==> config.mk <==
export PLATFORM = sky130hd
export DESIGN_NAME = fu_rr_scheduler_flat
export DESIGN_NICKNAME = d
export VERILOG_FILES = /design/src/rtl/fu_rr_scheduler_pkg.sv /design/src/rtl/fu_rr_scheduler_if.sv /design/src/rtl/fu_rr_scheduler_rr_arbiter.sv /design/src/rtl/fu_rr_scheduler.sv /design/src/flat_wrapper.sv
export SDC_FILE = /design/constraint.sdc
export NUM_CORES = 1
export LEC_CHECK = 0
export ABC_AREA = 1
export CORE_MARGIN = 3
export CORE_UTILIZATION = 43
export DETAILED_ROUTE_END_ITERATION = 10
export GPL_TIMING_DRIVEN = 0
export PLACE_DENSITY = 0.82
export SETUP_SLACK_MARGIN = 0.2
export SLEW_MARGIN = 5
export SYNTH_ARGS = -nofsm -noshare
export SYNTH_HDL_FRONTEND = slang
export SYNTH_SLANG_ARGS = --single-unit
==> constraint.sdc <==
create_clock -name clk -period 2.4 [get_ports clk]
set_input_delay 0.48 -clock clk [delete_from_list [all_inputs] [get_ports clk]]
set_output_delay 0.48 -clock clk [all_outputs]
set_load 0.02 [all_outputs]
==> src/rtl/fu_rr_scheduler_pkg.sv <==
// Shared FU definitions: port widths, operand-select codes, one-hot opcodes
// and the scheduler FSM state type.
package fu_pkg;

    localparam int FU_INSTR_W = 8;
    localparam int FU_SEL_W   = 3;

    localparam logic [FU_SEL_W-1:0] SEL_BC = 3'b011;
    localparam logic [FU_SEL_W-1:0] SEL_AC = 3'b101;
    localparam logic [FU_SEL_W-1:0] SEL_AB = 3'b110;

    localparam logic [FU_INSTR_W-1:0] OP_ADD = 8'h01;
    localparam logic [FU_INSTR_W-1:0] OP_SUB = 8'h02;
    localparam logic [FU_INSTR_W-1:0] OP_AND = 8'h04;
    localparam logic [FU_INSTR_W-1:0] OP_OR  = 8'h08;
    localparam logic [FU_INSTR_W-1:0] OP_MAX = 8'h10;
    localparam logic [FU_INSTR_W-1:0] OP_MIN = 8'h20;
    localparam logic [FU_INSTR_W-1:0] OP_XOR = 8'h40;
    localparam logic [FU_INSTR_W-1:0] OP_SHL = 8'h80;

    typedef enum logic [1:0] {
        ST_IDLE,
        ST_EXEC,
        ST_RESP
    } sched_state_t;

endpackage

==> src/rtl/fu_rr_scheduler_if.sv <==
// Request/response channel between client blocks (master) and the FU scheduler (slave).
interface fu_rr_scheduler_if
    import fu_pkg::*;
#(
    parameter int NUM_REQ = 4,
    parameter int DW      = 8,
    parameter int IDW     = 2
) ();

    logic [NUM_REQ-1:0]            req_valid;
    logic [NUM_REQ-1:0]            req_ready;
    logic [NUM_REQ*FU_INSTR_W-1:0] req_instr;
    logic [NUM_REQ*DW-1:0]         req_a;
    logic [NUM_REQ*DW-1:0]         req_b;
    logic [NUM_REQ*DW-1:0]         req_c;
    logic [NUM_REQ*FU_SEL_W-1:0]   req_sel;

    logic                          rsp_valid;
    logic                          rsp_ready;
    logic [DW-1:0]                 rsp_data;
    logic [IDW-1:0]                rsp_id;

    modport master (
        output req_valid, req_instr, req_a, req_b, req_c, req_sel, rsp_ready,
        input  req_ready, rsp_valid, rsp_data, rsp_id
    );

    modport slave (
        input  req_valid, req_instr, req_a, req_b, req_c, req_sel, rsp_ready,
        output req_ready, rsp_valid, rsp_data, rsp_id
    );

endinterface

==> src/rtl/fu_rr_scheduler_rr_arbiter.sv <==
// Round-robin picker: first asserted request at or after ptr (with wrap) wins.
module rr_arbiter #(
    parameter int NUM_REQ = 4,
    parameter int IDW     = 2
) (
    input  logic [NUM_REQ-1:0] req,
    input  logic [IDW-1:0]     ptr,
    output logic [NUM_REQ-1:0] grant,
    output logic [IDW-1:0]     idx,
    output logic               any
);

    int unsigned cand;

    always_comb begin
        grant = '0;
        idx   = '0;
        any   = 1'b0;
        cand  = 0;
        for (int unsigned i = 0; i < NUM_REQ; i++) begin
            cand = (32'(ptr) + i) % NUM_REQ;
            if (!any && req[cand]) begin
                any         = 1'b1;
                grant[cand] = 1'b1;
                idx         = IDW'(cand);
            end
        end
    end

endmodule

==> src/rtl/fu_rr_scheduler.sv <==
// Time-shares one combinational FU among NUM_REQ requesters with round-robin grants;
// one transaction outstanding, result returned tagged with the requester id.
module fu_rr_scheduler
    import fu_pkg::*;
#(
    parameter int NUM_REQ = 4,
    parameter int DW      = 8,
    parameter int IDW     = $clog2(NUM_REQ)
) (
    input  logic                  clk,
    input  logic                  rst_n,
    fu_rr_scheduler_if.slave      bus,
    output logic [FU_INSTR_W-1:0] fu_instr,
    output logic [DW-1:0]         fu_a,
    output logic [DW-1:0]         fu_b,
    output logic [DW-1:0]         fu_c,
    output logic [FU_SEL_W-1:0]   fu_sel,
    input  logic [DW-1:0]         fu_f,
    output logic [15:0]           op_count
);

    sched_state_t       state;
    logic [IDW-1:0]     rr_ptr;
    logic [NUM_REQ-1:0] grant;
    logic [IDW-1:0]     win_idx;
    logic               win_any;

    rr_arbiter #(
        .NUM_REQ (NUM_REQ),
        .IDW     (IDW)
    ) u_arb (
        .req   (bus.req_valid),
        .ptr   (rr_ptr),
        .grant (grant),
        .idx   (win_idx),
        .any   (win_any)
    );

    // The accept strobe must be combinational so the grant lands in the same cycle.
    assign bus.req_ready = (rst_n && state == ST_IDLE) ? grant : '0;

    always_ff @(posedge clk) begin
        if (!rst_n) begin
            state         <= ST_IDLE;
            rr_ptr        <= '0;
            fu_instr      <= '0;
            fu_a          <= '0;
            fu_b          <= '0;
            fu_c          <= '0;
            fu_sel        <= '0;
            bus.rsp_valid <= 1'b0;
            bus.rsp_data  <= '0;
            bus.rsp_id    <= '0;
            op_count      <= '0;
        end else begin
            case (state)
                ST_IDLE: begin
                    if (win_any) begin
                        fu_instr   <= bus.req_instr[win_idx*FU_INSTR_W +: FU_INSTR_W];
                        fu_a       <= bus.req_a[win_idx*DW +: DW];
                        fu_b       <= bus.req_b[win_idx*DW +: DW];
                        fu_c       <= bus.req_c[win_idx*DW +: DW];
                        fu_sel     <= bus.req_sel[win_idx*FU_SEL_W +: FU_SEL_W];
                        bus.rsp_id <= win_idx;
                        rr_ptr     <= (win_idx == IDW'(NUM_REQ - 1)) ? '0 : win_idx + 1'b1;
                        state      <= ST_EXEC;
                    end
                end
                ST_EXEC: begin
                    bus.rsp_data  <= fu_f;
                    bus.rsp_valid <= 1'b1;
                    state         <= ST_RESP;
                end
                ST_RESP: begin
                    if (bus.rsp_ready) begin
                        bus.rsp_valid <= 1'b0;
                        if (op_count != '1)
                            op_count <= op_count + 1'b1;
                        state <= ST_IDLE;
                    end
                end
                default: state <= ST_IDLE;
            endcase
        end
    end

endmodule

==> src/flat_wrapper.sv <==
// flat-port wrapper written by rule: the top's interface ports become plain ports
module fu_rr_scheduler_flat import fu_pkg::*;
#(
    parameter int NUM_REQ = 4,
    parameter int DW      = 8,
    parameter int IDW     = $clog2(NUM_REQ)
)
  (clk, rst_n, fu_instr, fu_a, fu_b, fu_c, fu_sel, fu_f, op_count, bus_req_valid, bus_req_instr, bus_req_a, bus_req_b, bus_req_c, bus_req_sel, bus_rsp_ready, bus_req_ready, bus_rsp_valid, bus_rsp_data, bus_rsp_id);
  fu_rr_scheduler_if #(.NUM_REQ(NUM_REQ), .DW(DW), .IDW(IDW)) bus_i ();
  input  logic clk;
  input  logic rst_n;
  output logic [FU_INSTR_W-1:0] fu_instr;
  output logic [DW-1:0] fu_a;
  output logic [DW-1:0] fu_b;
  output logic [DW-1:0] fu_c;
  output logic [FU_SEL_W-1:0] fu_sel;
  input  logic [DW-1:0] fu_f;
  output logic [15:0] op_count;
  input wire logic [$bits(bus_i.req_valid)-1:0] bus_req_valid;
  input wire logic [$bits(bus_i.req_instr)-1:0] bus_req_instr;
  input wire logic [$bits(bus_i.req_a)-1:0] bus_req_a;
  input wire logic [$bits(bus_i.req_b)-1:0] bus_req_b;
  input wire logic [$bits(bus_i.req_c)-1:0] bus_req_c;
  input wire logic [$bits(bus_i.req_sel)-1:0] bus_req_sel;
  input wire logic [$bits(bus_i.rsp_ready)-1:0] bus_rsp_ready;
  output wire logic [$bits(bus_i.req_ready)-1:0] bus_req_ready;
  output wire logic [$bits(bus_i.rsp_valid)-1:0] bus_rsp_valid;
  output wire logic [$bits(bus_i.rsp_data)-1:0] bus_rsp_data;
  output wire logic [$bits(bus_i.rsp_id)-1:0] bus_rsp_id;
  assign bus_i.req_valid = bus_req_valid;
  assign bus_i.req_instr = bus_req_instr;
  assign bus_i.req_a = bus_req_a;
  assign bus_i.req_b = bus_req_b;
  assign bus_i.req_c = bus_req_c;
  assign bus_i.req_sel = bus_req_sel;
  assign bus_i.rsp_ready = bus_rsp_ready;
  assign bus_req_ready = bus_i.req_ready;
  assign bus_rsp_valid = bus_i.rsp_valid;
  assign bus_rsp_data = bus_i.rsp_data;
  assign bus_rsp_id = bus_i.rsp_id;
  fu_rr_scheduler #(.NUM_REQ(NUM_REQ), .DW(DW), .IDW(IDW)) u_core (.clk(clk), .rst_n(rst_n), .bus(bus_i), .fu_instr(fu_instr), .fu_a(fu_a), .fu_b(fu_b), .fu_c(fu_c), .fu_sel(fu_sel), .fu_f(fu_f), .op_count(op_count));
endmodule
==> impl_metrics.csv <==
group,metric,value,unit
placement,gp_congestion,0.890,
die,die_w,114,um
global_routing,grt_max_degree,14,
global_routing,gr-usage-met1,0.320,
routing,drtAntennaViolNets,0,
logic_synthesis,synth_area,5000,um^2
routing,wl_per_cell,14.1,um
global_routing,grt.met3_usage,0.0764,
clocking,htree_levels,3,
clocking,clock_tree.root_cell,"clkbuf_16",
die,rows,38,
setup_path,r2r_start,"u_core.rr_ptr[0]",
setup_path,r2r_end,"u_core.fu_a[5]",
placement,dp_slack,-0.546,ns
logic_synthesis,ys_async_sr_fraction,0,
timing,worst_pin_slew,0.642,ns
logic_synthesis,syn-num-nets,1036,
logic_synthesis,synth_edf_count,0,
logic_synthesis,syn_avg_cell_area,5.73,um^2
timing,timing.final.crit_share,1.05,
routing,totalWireLength,17.8,mm
setup_path,crit_path_top_delay_cell,"dfxtp_4",
die,die_area,13000,um^2
timing,fin_crit,2.53,ns
layout,final_common_cell,"clkdlybuf4s50_1",
global_routing,antenna_found_initial,0,
run_status,violations,"setup timing",
logic_synthesis,yosysTopAreaCellShare,0.264,
layout,area_delta_synth_final,60.3,%
routing,vias,6278,
clocking,cts_buffers,9,
logic_synthesis,synth_top_cell_by_area,"dfxtp_1",
setup_path,arrival,2.05,ns
global_routing,use_met2,0.461,
timing,fin_worst_skew,0.0124,ns
run,cap_violations,0,
setup_path,worst_ep_required_time,1.92,ns
routing,drcViolationCount,0,
routing,drt_iter0_drc,514,
timing,tns,-0.343,ns
timing,setup_viol,4,
pwr,p_seq_frac,0.167,
pwr,intPower,5.16,mW
run_status,outcome,"finished, violations left",
clocking,path_clk_slew,0.06,ns
setup_path,crit_fanout,5,
clocking,clock_sinks,66,
timing,layout_setup_ws,-0.129,ns
setup_path,worst-path-buf-inv,5,
routing,dr.pass1.iters,8,
setup_path,startpoint,"u_core.rr_ptr[0]",
placement,dp_hpwl,13.5,mm
clocking,cts_tree,"yes",
global_routing,grt.overflow.total,0,
logic_synthesis,synthTopCellsByArea,"dfxtp_1, nand3_1, inv_1",
global_routing,grt_pass1_vias,5794,
timing,slew_headroom,0.569,
logic_synthesis,ys_seq_elements,66,
pwr,clkPwrFrac,0.156,
logic_synthesis,synth_top_flop_cell,"dfxtp_1",
setup_path,reg2regPathDepth,16,
global_routing,grt_first_pass_wirelength,28.0,mm
pwr,ir_drop,0.000727,V
global_routing,grt.busiest_layer,"met2",
setup_path,end_kind,"output pin",
pwr,pwr_density_cell,1230,nW/um^2
clocking,clockBufferDepth,2,
timing,rsz0062_at_grt,"true",
timing,max_freq,395,MHz
clocking,hold_buffers,0,
pwr,power.switching,4.69,mW
global_routing,grt_use_total,0.268,
hold_path,hold_end,"u_core.op_count[4]",
setup_path,critPathKind,"reg2out",
layout,insertedDiodeCount,0,
hold_path,holdCritPathClass,"reg2reg",
placement,portBuffers,219,
clocking,clk_latency,0.33,ns
pwr,p_comb_frac,0.677,
layout,final_cell_mix,"clkdlybuf4s50_1, inv_1, nand2_1, nand3_1, dfxtp_1",
die,io_pins,221,
die,dieHeight,114,um
setup_path,worstPathCellList,"buf_6 -> inv_8 -> ha_4 -> inv_4 -> nand3_4 -> nand2_8 -> nor2_4 -> a22oi_1 -> nand2_1 -> o21ai_1 -> inv_1 -> buf_6",
hold_path,hp-start,"u_core.op_count[4]",
pwr,power.leakage,4.22,nW
setup_path,crit_family,"buffers and inverters",
layout,drive_gt1_frac,0.107,
routing,route.detailed.vias_per_inst,4.96,
timing,report.final.hold_viol_count,0,
setup_path,startpoint_type,"flip-flop",
logic_synthesis,synth.distinct_cells,31,
timing,finalMaxSlewViolations,0,
logic_synthesis,ys_warn_count,0,
die,core_area,11100,um^2
die,initial_core_util,0.451,
layout,fin_util,0.723,
setup_path,reg2reg_slack,0.07,ns
layout,final_nets,1284,
hold_path,whs_path_depth,2,
pwr,swShare,0.476,
setup_path,cp_common_cell,"buf_6",
logic_synthesis,ys_seq_area_frac,0.264,
setup_path,max_stage_delay,0.34,ns
logic_synthesis,syn_inst,873,
[power groups by stage]
stage | Clock, mW | Sequential, mW | Combinational, mW
2_1_floorplan | 0 | 2.02 | 3.71
3_3_place_gp | 0 | 1.65 | 6.02
3_5_place_dp | 0 | 1.67 | 6.08
4_1_cts | 1.56 | 1.64 | 6.42
5_1_grt | 1.61 | 1.68 | 7.32
6_report | 1.54 | 1.64 | 6.67
[synth_stat cells, types with 3 or more instances]
cell and count:
nand3_1 194, nor3_1 4, a31oi_1 3, a21oi_1 18
nand2_4 3, buf_6 6, buf_4 6, nor2_1 63
dfxtp_1 66, buf_2 24, nand2_2 8, nor2_2 3
clkbuf_1 6, nand3_2 4, ha_1 8, a22oi_1 4
nand2_1 205, inv_1 206, nand4_1 5, o21ai_0 20
[what timing repair did]
item,CTS,global route
setup buffers,13,5
pin swaps,10,8
endpoints found under the hold margin,0,0
setup endpoints to repair,43,50
resized for setup,50,26
[logic make-up after synthesis]
kind of cell / Yosys count / synth area share
AND/OR/NAND/NOR: 496 / 0.450
buffers and inverters: 254 / 0.211
flip-flops: 66 / 0.264
AO/OA/AOI/OAI: 45 / 0.0478
adder cells (fa/ha/maj): 8 / 0.0200
XOR/XNOR: 4 / 0.00701
[through the flow]
step / power, mW / area [um^2] / cells / hold slack, ns
CTS: 9.61 / 7900 / 1261 / 0.468
global placement: 7.67 / 7380 / 1232 / 0.453
detailed placement: 7.74 / 7380 / 1232 / 0.460
floorplan: 5.73 / 5010 / 873 / 0.496
global route: 10.6 / 8010 / 1266 / 0.496
finish: 9.85 / 8010 / 1266 / 0.464
[how the worst max path moves through the flow]
stage                             endpoint  slack (ns)  depth (start not counted)
after global routing      bus_req_ready[3]       -0.19                         11
after floorplan           bus_req_ready[2]        0.27                         12
after detailed placement  bus_req_ready[1]       -0.55                         13
after global placement    bus_req_ready[2]       -0.55                         13
after CTS                 bus_req_ready[1]       -0.04                         13
final                     bus_req_ready[3]       -0.13                         12
[final cells by class]
type	instances	area (um^2)
flip-flops and latches	66	1330
inverters	211	807
clock inverters	7	125
repair buffers	237	2330
plain buffers	43	285
clock buffers	9	225
well taps	140	175
fillers	960	3060
multi-input cells	553	2730
[per-layer routing]
metal / up-vias / wire length, um / part of all wire
met2: 244 / 8760 / 0.49
met5: - / 0 / 0
met1: 2838 / 7040 / 0.39
met3: 34 / 1550 / 0.087
li1: 3162 / - / -
met4: 0 / 494 / 0.028
[registers in the layout, summed over array words and instances, names as in the netlist]
name                  count
u_core.bus.rsp_data       8
u_core.bus.rsp_id         2
u_core.bus.rsp_valid      1
u_core.fu_a               8
u_core.fu_b               8
u_core.fu_c               8
u_core.fu_instr           8
u_core.fu_sel             3
u_core.op_count          16
u_core.rr_ptr             2
u_core.state              2
[worst register-to-register path: stages (launching register included)]
cell,delay [ns]
dfxtp_4,0.34
buf_6,0.12
inv_8,0.04
ha_4,0.25
inv_4,0.08
nand3_4,0.09
nand2_8,0.11
nor2_4,0.06
nor2_1,0.20
nand2_4,0.17
nand2_4,0.18
buf_4,0.22
nand2_1,0.07
nand3_1,0.11
nand3_1,0.09
nand2_1,0.06
inv_1,0.03
Note: power is estimated with default switching activity, not from simulation.
